==> src/rtl/sound_tone_player.sv <==
// sound_tone_player: turns a sound-effect code into a looping 4-note square wave on a 1-bit audio pin.
module sound_tone_player #(
  parameter int unsigned CLK_HZ      = 50_000_000,
  parameter int unsigned NOTE_FRAMES = 4,
  parameter int unsigned HP_W        = 20
) (
  input  logic       clk,
  input  logic       resetN,
  input  logic       frame_start,
  input  logic       enable_sound,
  input  logic [3:0] sound,
  output logic       audio_out,
  output logic       busy,
  output logic [1:0] note_idx
);
  localparam int unsigned FC_W = $clog2(NOTE_FRAMES + 1);

  function automatic logic [HP_W-1:0] hp(input int unsigned f);
    return (f == 0) ? '0 : HP_W'(CLK_HZ / (2 * f));
  endfunction

  localparam logic [HP_W-1:0] HP_CR0 = hp(200);
  localparam logic [HP_W-1:0] HP_CR1 = hp(150);
  localparam logic [HP_W-1:0] HP_CR2 = hp(100);
  localparam logic [HP_W-1:0] HP_BO0 = hp(523);
  localparam logic [HP_W-1:0] HP_BO1 = hp(659);
  localparam logic [HP_W-1:0] HP_BO2 = hp(784);
  localparam logic [HP_W-1:0] HP_BO3 = hp(1047);
  localparam logic [HP_W-1:0] HP_ED  = hp(300);

  if (64'(CLK_HZ) / 200 >= (64'd1 << HP_W)) begin : g_hp_check
    $error("sound_tone_player: HP_W too narrow for the lowest note");
  end
  if (NOTE_FRAMES < 1) begin : g_nf_check
    $error("sound_tone_player: NOTE_FRAMES must be at least 1");
  end

  typedef enum logic [1:0] {IDLE, LOAD, PLAY} state_t;

  state_t          r_state, w_state_nxt;
  logic [3:0]      r_code, w_code_nxt;
  logic [1:0]      r_idx, w_idx_nxt;
  logic [HP_W-1:0] r_hp, r_tone, w_rom;
  logic [FC_W-1:0] r_frames;
  logic            r_audio;
  logic            w_valid, w_note_end;

  assign w_valid    = enable_sound && (sound == 4'b0100 || sound == 4'b0111 || sound == 4'b1100);
  assign w_note_end = (r_state == PLAY) && frame_start && (r_frames == FC_W'(NOTE_FRAMES - 1));

  always_comb begin
    w_state_nxt = r_state;
    w_code_nxt  = r_code;
    w_idx_nxt   = r_idx;
    if (r_state == IDLE) begin
      if (w_valid) begin
        w_state_nxt = LOAD;
        w_code_nxt  = sound;
        w_idx_nxt   = 2'd0;
      end
    end else if (!w_valid) begin
      w_state_nxt = IDLE;
      w_idx_nxt   = 2'd0;
    end else if (sound != r_code) begin
      w_state_nxt = LOAD;
      w_code_nxt  = sound;
      w_idx_nxt   = 2'd0;
    end else if (r_state == LOAD) begin
      w_state_nxt = PLAY;
    end else if (w_note_end) begin
      // Reaching here means the same effect is still requested, so note 3 wraps to 0 and loops.
      w_state_nxt = LOAD;
      w_idx_nxt   = r_idx + 2'd1;
    end
  end

  always_comb begin
    w_rom = '0;
    case ({r_code, r_idx})
      6'b0100_00: w_rom = HP_CR0;
      6'b0100_01: w_rom = HP_CR1;
      6'b0100_10: w_rom = HP_CR2;
      6'b0111_00: w_rom = HP_BO0;
      6'b0111_01: w_rom = HP_BO1;
      6'b0111_10: w_rom = HP_BO2;
      6'b0111_11: w_rom = HP_BO3;
      6'b1100_00: w_rom = HP_ED;
      6'b1100_10: w_rom = HP_ED;
      default:    w_rom = '0;
    endcase
  end

  always_ff @(posedge clk or negedge resetN) begin
    if (!resetN) begin
      r_state  <= IDLE;
      r_code   <= '0;
      r_idx    <= '0;
      r_hp     <= '0;
      r_tone   <= '0;
      r_frames <= '0;
      r_audio  <= 1'b0;
    end else begin
      r_state <= w_state_nxt;
      r_code  <= w_code_nxt;
      r_idx   <= w_idx_nxt;
      if (r_state == LOAD) r_hp <= w_rom;
      r_frames <= (r_state != PLAY) ? '0 : frame_start ? r_frames + FC_W'(1) : r_frames;
      // Silence whenever not staying in PLAY, and on rest notes.
      if (r_state != PLAY || w_state_nxt != PLAY || r_hp == '0) begin
        r_tone  <= '0;
        r_audio <= 1'b0;
      end else if (r_tone == r_hp - HP_W'(1)) begin
        r_tone  <= '0;
        r_audio <= ~r_audio;
      end else begin
        r_tone <= r_tone + HP_W'(1);
      end
    end
  end

  assign audio_out = r_audio;
  assign busy      = (r_state != IDLE);
  assign note_idx  = r_idx;
endmodule

==> config.mk <==
export PLATFORM = sky130hd
export DESIGN_NAME = sound_tone_player
export DESIGN_NICKNAME = d
export VERILOG_FILES = /design/src/rtl/sound_tone_player.sv
export SDC_FILE = /design/constraint.sdc
export NUM_CORES = 1
export LEC_CHECK = 0
export ABC_CLOCK_PERIOD_IN_PS = 3270
export CAP_MARGIN = 20
export CORE_MARGIN = 3
export CORE_UTILIZATION = 35
export CTS_BUF_LIST = sky130_fd_sc_hd__clkbuf_4 sky130_fd_sc_hd__clkbuf_8 sky130_fd_sc_hd__clkbuf_16
export CTS_CLUSTER_SIZE = 24
export DETAILED_ROUTE_END_ITERATION = 12
export HOLD_SLACK_MARGIN = 0.12
export SLEW_MARGIN = 25
export SYNTH_ARGS = -nofsm -noshare
export SYNTH_HDL_FRONTEND = slang
export SYNTH_SLANG_ARGS = --single-unit
==> constraint.sdc <==
create_clock -name clk -period 3.27 [get_ports clk]
set_input_delay 0.654 -clock clk [delete_from_list [all_inputs] [get_ports clk]]
set_output_delay 0.654 -clock clk [all_outputs]
set_load 0.1 [all_outputs]
==> results of run 1 <==
## power by group through the flow
stage | combinational, µW | clock, µW | sequential, µW
2_1_floorplan | 525 | 0 | 725
3_3_place_gp | 630 | 0 | 759
3_5_place_dp | 643 | 0 | 762
4_1_cts | 648 | 472 | 749
5_1_grt | 724 | 497 | 759
6_report | 644 | 457 | 749
## per-stage QoR
stage	hold WS (ns)	worst slack [ns]
finish	0.4178	0.3354
CTS	0.4606	0.3269
floorplan	0.3584	0.6297
detailed placement	0.5239	0.3386
global placement	0.5135	0.3616
global route	0.4948	0.1170
## layer usage
metal,GRT usage,up-vias,share of wire
met5,0,-,0
met4,0.04090,0,0.018
met3,0.03668,11,0.041
met2,0.2319,48,0.46
met1,0.2003,1257,0.48
li1,-,1256,-
## state kept, by name, indices dropped and copies added, names as in the netlist
register,flops
r_frames,3
r_code,4
r_hp,18
note_idx,2
r_tone,20
audio_out,1
r_state,2
## placed cells by master, fill, tap and decap left out, types with 3 or more instances in the layout
cell type        netlist  layout
dfrtp_1               50      50
o21ai_0               11      11
buf_4                  0      11
mux2i_1                3       3
a211oi_1               3       3
mux2_2                 5       5
o211ai_1               3       3
clkbuf_8               0       6
nor3b_1                3       3
nand3_1               19      19
xor2_1                27      27
nor4_1                 5       5
nand3b_1               6       6
clkdlybuf4s50_1        0       6
a21o_1                 7       7
a22o_1                 9       9
nor2_1                43      43
and3_1                 4       4
xnor2_1               13      13
nand2b_1               7       7
and2_1                 3       3
nor3_1                 9       9
ha_1                   8       8
inv_1                 10      10
a21oi_1                7       7
nand2_1               40      40
nand4_1                6       6
## critical path: stages, from the launching register on
cell and delay, ns:
dfrtp_1 0.46, nor4_4 0.69, a21boi_2 0.11, or3b_1 0.37, a21o_1 0.18, a2111o_1 0.45
o31ai_2 0.18, buf_4 0.28, nor2_1 0.08
## logic make-up (layout without fill, tap and decap cells)
logic type / count (synthesis) / after routing / share of synthesized area
DFF: 50 / 50 / 0.3953
and+or+nand+nor: 158 / 158 / 0.2534
AOI/OAI and AO/OA: 60 / 60 / 0.1395
xor gates and xnor gates: 41 / 41 / 0.1178
buffers and inverters: 26 / 35 / 0.03518
adders and majority gates: 8 / 8 / 0.03162
muxes: 8 / 8 / 0.02727
## worst max path at each step
stage | to | slack (ns) | cells after the start
floorplan | r_hp[11] | 0.63 | 8
global placement | r_tone[7] | 0.36 | 9
detailed placement | r_tone[12] | 0.34 | 9
CTS | r_tone[3] | 0.33 | 8
global route | r_tone[3] | 0.12 | 10
finish | r_tone[3] | 0.34 | 8
## area by class of cell
cell class / instances / area, µm²
fillers: 895 / 5271
multi-input cells: 275 / 1808
flip-flops and latches: 50 / 1251
repair buffers: 18 / 147.6
well taps: 108 / 135.1
clock buffers: 6 / 82.58
inverters: 10 / 37.54
clock inverters: 1 / 30.03
==> run metrics, run 1 <==
Slew HR 0.4644; CP required 3.46 ns; CP Launch Point r_hp[0]; FP Rows 34; Root Buffer clkbuf_8; Final Hold Vio Count 0; DP HPWL around 5.1 mm; WL final roughly 7 mm; synth-to-layout area growth 10.32%; Worst setup EP type flip-flop; max cap viols 0; Inst Count DP roughly 460; Gate power share 0.348; Overall Global Routing Usage 0.1467; Remaining DRCs 0; Post-Synthesis Cells about 350; peak supply drop about 0.00021 V; worst skew pair latency about 0.32 ns; nets 376; core box area approximately 9000 µm²; Ys Warns 0; placed cell areas between 3000 and 4000 µm²; Crit Path Category reg -> reg; post-synth top area share 0.3953; die height about 100 µm; DR pass1 iterations 4; share of layout cells above drive strength 1 0.08611; cell depth of the worst flop-to-flop path 8; vias in the first global route roughly 2.5k; ant diodes 0; Tcrit/Tclk final 0.8974; cell with the most instances after synthesis dfrtp_1; EDFF count, synth 0; Internal Power ~1200 µW; CTS H-tree lvls 2; GPL Wtd Cong 0.7728; port buffer count 11; DR iter-0 viols 120; Synth Register Bits 50; R2R Setup Slk approximately 0.34 ns; drt wl/cell between 10 and 15 µm; ys async rst share 1.000; most frequent cells after synthesis dfrtp_1, nor2_1, nand2_1; Final Max Slew Viols 0; postcts setup bufs 0; GR Overflow Total 0; Routed Antenna Nets 0; setup TNS 0 ns; # IOs 12; syn avg cell area 9.019 µm²; largest net degree at the start of global routing 35; Clock Sink Count 50; RR Startpoint r_hp[0]; Reg-to-Reg End r_tone[3]; WP data arrival approximately 3.1 ns; clock-pin slew on the worst setup and hold paths 0.10 ns; global-route wire length before repair 12.00 mm; switching pwr about 650 µW; Max clock buf depth 2; syn nets 367; Hold Path Class in -> async; leading area contributor after synthesis dfrtp_1; RSZ-0062 raised after global routing false; Clk network pwr share 0.247; Num CTS Buffers 5; switching power share of the total 0.3517; Tmin final 2.935 ns; most frequently used flop master after synthesis dfrtp_1; worst slew pin tran about 0.8 ns; die extent in x slightly above 100 µm; sequential area share after synthesis 0.3953; overall power between 1500 and 2000 µW; CTS tree built; top cells by area, synth dfrtp_1, xor2_1, nor2_1; Final setup viols 0; die footprint 10,220 µm²; Flop pwr share 0.405; CP max FO 20; Post-Syn Area 3166 µm²; Vias between 2k and 3k; Worst Setup Start Kind flip-flop; Final Core Density 0.3985; synth unique cells 55; hold_buf cts 0; Cell Pwr Density roughly 530 nW/µm²; Lkg Pwr between 0.0015 and 0.002 µW; antenna violations before repair 0; Avg Vias per Cell between 5 and 6; Fmax achieved ~0.34 GHz; Finished Layout Cells about 470; initial core utilization 0.3612; fin area approximately 3500 µm²; Clock Skew 0.01486 ns; Resize count post-CTS 0; status completed
No activity file was read; power rests on OpenSTA's default activity.
==> run 2: changes to the inputs <==
--- a/config.mk
+++ b/config.mk
@@ -5,6 +5,7 @@
 export SDC_FILE = /design/constraint.sdc
 export NUM_CORES = 1
 export LEC_CHECK = 0
+export ABC_AREA = 1
 export ABC_CLOCK_PERIOD_IN_PS = 3270
 export CAP_MARGIN = 20
 export CORE_MARGIN = 3
==> run 2 against run 1 <==
  * Setup slack better by 0.52 ns
  * Via count up 14%
  * Flip-flop and latch count unchanged
  * Hold slack worse by 0.00083 ns
  * Cell count up 33%
  * Critical path type is now in -> reg
  * Critical path depth is 1 higher
  * Largest power group is now combinational cells
  * Utilization increased by 0.19 points
==> run metrics, run 2 <==
status completed (unchanged); port buffer count 11 (unchanged); Remaining DRCs 0 (unchanged); Top reg by flops r_tone (unchanged); Lkg Pwr 0.001879 µW (was 0.001517 µW); CTS H-tree lvls 2 (unchanged); ys async rst share 1.000 (unchanged); die height 104.4 µm (was 101.1 µm); RSZ-0062 raised after global routing false (unchanged); Root Buffer clkbuf_8 (unchanged); core box area 9328 µm² (was 8763 µm²); switching power share of the total 0.4463 (was 0.3517); Vias 2,924 (was 2,572); Gate power share 0.465 (was 0.348); hold_buf cts 0 (unchanged); GPL Wtd Cong 0.9323 (was 0.7728); die extent in x 104.4 µm (was 101.1 µm); most frequently used flop master after synthesis dfrtp_1 (unchanged); delay of the slowest critical-path stage 0.49 ns (was 0.69 ns); Crit Path Category in -> reg (was reg -> reg); Post-Syn Area 3392 µm² (was 3166 µm²); Num CTS Buffers 5 (unchanged); largest net degree at the start of global routing 32 (was 35); Final setup viols 0 (unchanged); synth-to-layout area growth 10.11% (was 10.32%); Clock Sink Count 50 (unchanged); top cells by area, synth dfrtp_1, nand2_1, nor2_1 (was dfrtp_1, xor2_1, nor2_1); Ys Warns 0 (unchanged); Flop pwr share 0.348 (was 0.405); Final Hold Vio Count 0 (unchanged); drt wl/cell 12.82 µm (was 14.96 µm); worst slew pin tran 0.8009 ns (was 0.8034 ns); FP Rows 35 (was 34); GR Overflow Total 0 (unchanged); Routed Antenna Nets 0 (unchanged); cell with the most instances after synthesis nand2_1 (was dfrtp_1); Largest register FFs 20 (unchanged); Synth Register Bits 50 (unchanged); leading area contributor after synthesis dfrtp_1 (unchanged); syn avg cell area 7.096 µm² (was 9.019 µm²); Max clock buf depth 2 (unchanged); Regs by FF count r_tone x20, r_hp x18, r_code x4 (unchanged); Tcrit/Tclk final 0.7378 (was 0.8974); sequential area share after synthesis 0.3689 (was 0.3953); Fmax achieved 0.4145 GHz (was 0.3408 GHz); Hold Path Class in -> async (unchanged); worst path cell trace clkdlybuf4s50_1, inv_1, a211oi_1, nand2_1, inv_1, nand2_1, nor2_1, nand2_2, nor2_1 (was nor4_4, a21boi_2, or3b_1, a21o_1, a2111o_1, o31ai_2, buf_4, nor2_1); ant diodes 0 (unchanged); clock-pin slew on the worst setup and hold paths 0.10 ns (about the same); syn nets 494 (was 367); CTS tree built (unchanged); Cell Pwr Density 592.1 nW/µm² (was 529.9 nW/µm²); CP delay by family, top simple AND/OR/NAND/NOR gates (unchanged); DP HPWL 6.286 mm (was 5.115 mm); Clock Skew 0.008836 ns (was 0.01486 ns); Tmin final 2.413 ns (was 2.935 ns); CP max FO 20 (unchanged); Post-Synthesis Cells 478 (was 351); antenna violations before repair 0 (unchanged); Slew HR 0.4661 (was 0.4644); peak supply drop 0.0002254 V (was 0.0002091 V); Resize count post-CTS 0 (unchanged); nets 509 (was 376); global-route wire length before repair 13.43 mm (was 12.00 mm); Worst Setup Start Kind input pin (was flip-flop); commonest cells after routing, fill and taps aside nand2_1, nor2_1, inv_1, dfrtp_1, o21ai_0 (was dfrtp_1, nor2_1, nand2_1, xor2_1, nand3_1); critical path's slowest cell clkdlybuf4s50_1 (was nor4_4); DR pass1 iterations 4 (unchanged); post-synth top area share 0.3689 (was 0.3953); worst skew pair latency 0.31 ns (was 0.32 ns); setup TNS 0 ns (unchanged); die footprint 10,910 µm² (was 10,220 µm²); most frequent cells after synthesis nand2_1, nor2_1, inv_1 (was dfrtp_1, nor2_1, nand2_1); CP required 3.50 ns (was 3.46 ns); # IOs 12 (unchanged); CP bufs+invs 3 (was 1); Avg Vias per Cell 4.693 (was 5.496); WL final 7.984 mm (was 7.001 mm); switching pwr 987.0 µW (was 650.9 µW); Overall Global Routing Usage 0.1518 (was 0.1467); Worst setup EP type flip-flop (unchanged); postcts setup bufs 0 (unchanged); fillers 985 (was 895); synth unique cells 37 (was 55); Internal Power 1224 µW (was 1200 µW); share of layout cells above drive strength 1 0.09717 (was 0.08611); DR iter-0 viols 142 (was 120); Clk network pwr share 0.188 (was 0.247); max cap viols 0 (unchanged); initial core utilization 0.3636 (was 0.3612); commonest non-fill, non-tap cell in the layout nand2_1 (was dfrtp_1); Final Max Slew Viols 0 (unchanged); overall power 2211 µW (was 1851 µW); EDFF count, synth 0 (unchanged); vias in the first global route 2,801 (was 2,487); WP data arrival 2.64 ns (was 3.13 ns)
run 2: logic make-up (layout without fill, tap and decap cells):
family | Yosys count | after routing | share of synthesized area
XOR/XNOR | 35 | 35 | 0.09443
adder cells (fa/ha/maj) | 8 | 8 | 0.02951
AND/OR/NAND/NOR | 271 | 271 | 0.3515
flip-flops | 50 | 50 | 0.3689
AO/OA/AOI/OAI | 45 | 45 | 0.07488
buffers and inverters | 69 | 85 | 0.08078
run 2: final timing paths:
kind                             start           to  slack, ns  cells past startpoint
max in group asynchronous       resetN     r_hp[16]       2.09                      2
min in group clk           r_frames[2]  r_frames[2]       0.50                      2
max reg2reg                    r_hp[0]   r_tone[18]       0.89                     16
min reg2reg                r_frames[2]  r_frames[2]       0.50                      2
min                             resetN   r_tone[19]       0.42                      1
max                           sound[1]    r_tone[2]       0.86                      9
run 2: layout make-up:
class | count | area (µm²) | share of cell area
clock buffers | 7 | 96.34 | 0.02580
clock inverters | 1 | 8.758 | 0.002345
flip-flops and latches | 50 | 1251 | 0.3350
well taps | 129 | 161.4 | 0.04322
repair buffers | 13 | 110.1 | 0.02948
inverters | 64 | 240.2 | 0.06432
multi-input cells | 359 | 1867 | 0.4998
run 2: metal layers:
| layer | vias up | global-route usage | part of all wire |
|---|---|---|---|
| met5 | - | 0 | 0 |
| met4 | 0 | 0.03514 | 0.014 |
| met3 | 12 | 0.02173 | 0.030 |
| met2 | 44 | 0.2440 | 0.45 |
| met1 | 1351 | 0.2155 | 0.51 |
| li1 | 1517 | - | - |
run 2: power groups by stage:
stage                     Sequential (µW)  Clock (µW)  Combinational [µW]
after global placement                783           0                1010
after global routing                  782         456                1180
final                                 769         415                1030
after floorplan                       772           0                 794
after CTS                             769         428                1020
after detailed placement              781           0                1020
run 2: through the flow:
stage | hold WS, ns | util | setup WS (ns) | instance area (µm²) | instances
floorplan | 0.3584 | - | 0.8752 | 3392 | 478
global route | 0.4783 | 0.4004 | 0.6520 | 3735 | 623
finish | 0.4170 | 0.4004 | 0.8574 | 3735 | 623
global placement | 0.4737 | 0.3891 | 0.6042 | 3630 | 615
CTS | 0.4489 | 0.4004 | 0.8500 | 3735 | 623
detailed placement | 0.4815 | 0.3891 | 0.5447 | 3630 | 615
run 2: worst reg2reg max path, delay by kind of cell, from the launching register on:
family / cells / cell delay, ns
flip-flops: 1 / 0.40
adder cells (fa/ha/maj): 1 / 0.31
buffers and inverters: 2 / 0.14
AND/OR/NAND/NOR: 13 / 1.41
==> run 3: changes to the inputs <==
--- a/config.mk
+++ b/config.mk
@@ -6,7 +6,7 @@
 export NUM_CORES = 1
 export LEC_CHECK = 0
 export ABC_AREA = 1
-export ABC_CLOCK_PERIOD_IN_PS = 3270
+export ABC_CLOCK_PERIOD_IN_PS = 2100
 export CAP_MARGIN = 20
 export CORE_MARGIN = 3
 export CORE_UTILIZATION = 35
==> constraint.sdc (replaced) <==
create_clock -name clk -period 2.1 [get_ports clk]
set_input_delay 0.42 -clock clk [delete_from_list [all_inputs] [get_ports clk]]
set_output_delay 0.42 -clock clk [all_outputs]
set_load 0.1 [all_outputs]
==> run 3 against run 2 <==
  * The flow now finishes with violations (setup timing)
  * Die area is the same
  * Critical path type is now reg -> reg
  * Total power grew 66%
  * Critical path depth rose by 8
  * Global-route usage fell by 0.13 points
  * Routed wire length is 1.4% higher
  * Non-clock buffer count up 27
  * Highest routed layer unchanged
==> run metrics, run 3 (synthesis gave the netlist of run 2 again) <==
status complete, but fails checks (was completed); failing checks setup timing; DR iter-0 viols 117 (was 142); Remaining DRCs 0 (unchanged); Finished Layout Cells 650 (was 623); hold wc startpoint r_frames[2]; peak supply drop 0.0003507 V (was 0.0002254 V); vias in the first global route 2,984 (was 2,801); Tcrit/Tclk final 1.002; Regs by FF count r_tone x20, r_hp x18, r_code x4 (unchanged); largest net degree at the start of global routing 26 (was 32); commonest cells after routing, fill and taps aside nand2_1, nor2_1, inv_1, dfrtp_1, buf_4 (was nand2_1, nor2_1, inv_1, dfrtp_1, o21ai_0); Lkg Pwr 0.002044 µW (was 0.001879 µW); Slew HR 0.6170 (was 0.4661); Gate power share 0.481 (was 0.465); die extent in x 104.4 µm (unchanged); Final Hold Vio Count 0 (unchanged); CP required 2.31 ns (was 3.50 ns); Final setup viols 2 (was 0); WL final 8.094 mm (was 7.984 mm); Internal Power 2091 µW (was 1224 µW); minimum hold slack 0.5017 ns (was 0.4170 ns); GR Overflow Total 0 (unchanged); overall power 3661 µW (was 2211 µW); Final Core Density 0.4343 (was 0.4004); worst slew pin tran 0.5745 ns (was 0.8009 ns); global-route wire length before repair 13.65 mm (was 13.43 mm); GPL Wtd Cong 0.8348 (was 0.9323); # IOs 12 (unchanged); Hold Path Class reg -> reg (was in -> async); Routed Antenna Nets 0 (unchanged); cell depth of the worst flop-to-flop path 17 (was 16); setup TNS -0.007383 ns (was 0 ns); CP max FO 5 (was 20); Reg-to-Reg End r_tone[15] (was r_tone[18]); commonest non-fill, non-tap cell in the layout nand2_1 (unchanged); DP HPWL 6.182 mm (was 6.286 mm); RSZ-0062 raised after global routing true (was false); share of layout cells above drive strength 1 0.1689 (was 0.09717); Clock Skew 0.006527 ns (was 0.008836 ns); switching pwr 1571 µW (was 987.0 µW); RR Startpoint r_hp[0] (unchanged); Crit Path Category reg -> reg (was in -> reg); Num CTS Buffers 5 (unchanged); Final Max Slew Viols 0 (unchanged); DR pass1 iterations 4 (unchanged); nets 536 (was 509); Tmin final roughly 2.1 ns; Top reg by flops r_tone (unchanged); Clock Sink Count 50 (unchanged); port buffer count 11 (unchanged); ant diodes 0 (unchanged); synth-to-layout area growth 19.44% (was 10.11%); CTS H-tree lvls 2 (unchanged); Fmax achieved 0.4752 GHz; antenna violations before repair 0 (unchanged); switching power share of the total 0.4290 (was 0.4463); CTS tree built (unchanged); R2R Setup Slk -0.004 ns (was 0.89 ns); worst hold endpoint r_frames[2]; hold path cells 2; Max clock buf depth 2 (unchanged); Flop pwr share 0.325 (was 0.348); Clk network pwr share 0.195 (was 0.188); die height 104.4 µm (unchanged); clock-pin slew on the worst setup and hold paths 0.10 ns (about the same); Worst Setup Start Kind flip-flop (was input pin); max cap viols 0 (unchanged); die footprint 10,910 µm² (unchanged); WP data arrival 2.31 ns (was 2.64 ns); Vias 3,012 (was 2,924); Overall Global Routing Usage 0.1505 (was 0.1518); drt wl/cell 12.45 µm (was 12.82 µm); Cell Pwr Density 903.7 nW/µm² (was 592.1 nW/µm²); Worst setup EP type flip-flop (unchanged); FP Rows 35 (unchanged); Avg Vias per Cell 4.634 (was 4.693); Inst Count DP 636 (was 615); worst skew pair latency 0.31 ns (about the same); Largest register FFs 20 (unchanged); core box area 9328 µm² (unchanged); Root Buffer clkbuf_8 (unchanged); final worst slack -0.004405 ns (was 0.8574 ns); initial core utilization 0.3636 (unchanged)
==> run 3: metrics by stage <==
step | worst slack [ns] | area [µm²]
floorplan | 0.03428 | 3395
CTS | 0.01173 | 3931
finish | -0.004405 | 4051
detailed placement | -0.1622 | 3802
global placement | -0.08335 | 3802
global route | -0.08272 | 4051
==> run 3: worst max-delay path, cell delays in order, from the launching register on <==
cell and delay [ns]:
dfrtp_1 0.40, inv_2 0.08, ha_4 0.21, inv_2 0.04
nand2_1 0.04, nand2_1 0.05, nand2_1 0.05, nor2_1 0.08
nand2_1 0.07, nor2_2 0.13, nand2_1 0.07, nor2_1 0.10
nand2_1 0.07, nor2_2 0.14, nand3_2 0.12, nand2_4 0.13
clkbuf_16 0.16, nor2_1 0.04
==> run 3: cell type report <==
class | count | area, µm²
Clock buffer | 6 | 76.32
Clock inverter | 2 | 37.54
Fill cell | 942 | 5276
Inverter | 64 | 240.2
Multi-Input combinational cell | 359 | 1927
Sequential cell | 50 | 1254
Tap cell | 129 | 161.4
Timing Repair Buffer | 40 | 355.3
==> run 3: routing by layer <==
metal,track usage,routed length (µm)
met1,0.1993,3999
met2,0.2532,3738
met3,0.02793,252
met4,0.03704,105
met5,0,0
==> run 3: timing repair <==
item | in CTS | in global routing
setup endpoints to repair | 20 | 22
pin swaps | 0 | 10
endpoints found under the hold margin | 18 | 0
cloned | 0 | 2
resized for setup | 2 | 17
hold buffers | 1 | 0
setup buffers | 0 | 3
==> run 3: how the worst max path moves through the flow <==
stage               cells past startpoint          to   startpoint
floorplan                               9    r_hp[14]  note_idx[0]
global placement                       11  r_tone[18]     sound[2]
detailed placement                     12  r_tone[18]     sound[0]
CTS                                    12   r_tone[3]      r_hp[0]
global route                           17  r_tone[19]      r_hp[0]
finish                                 17  r_tone[15]      r_hp[0]
==> run 3: power by group through the flow <==
| stage | logic, µW | registers, µW | clock network (µW) |
|---|---|---|---|
| 6_report | 1760 | 1190 | 713 |
| 5_1_grt | 2020 | 1210 | 778 |
| 4_1_cts | 1700 | 1180 | 733 |
| 3_5_place_dp | 1680 | 1200 | 0 |
| 3_3_place_gp | 1650 | 1200 | 0 |
| 2_1_floorplan | 1240 | 1200 | 0 |
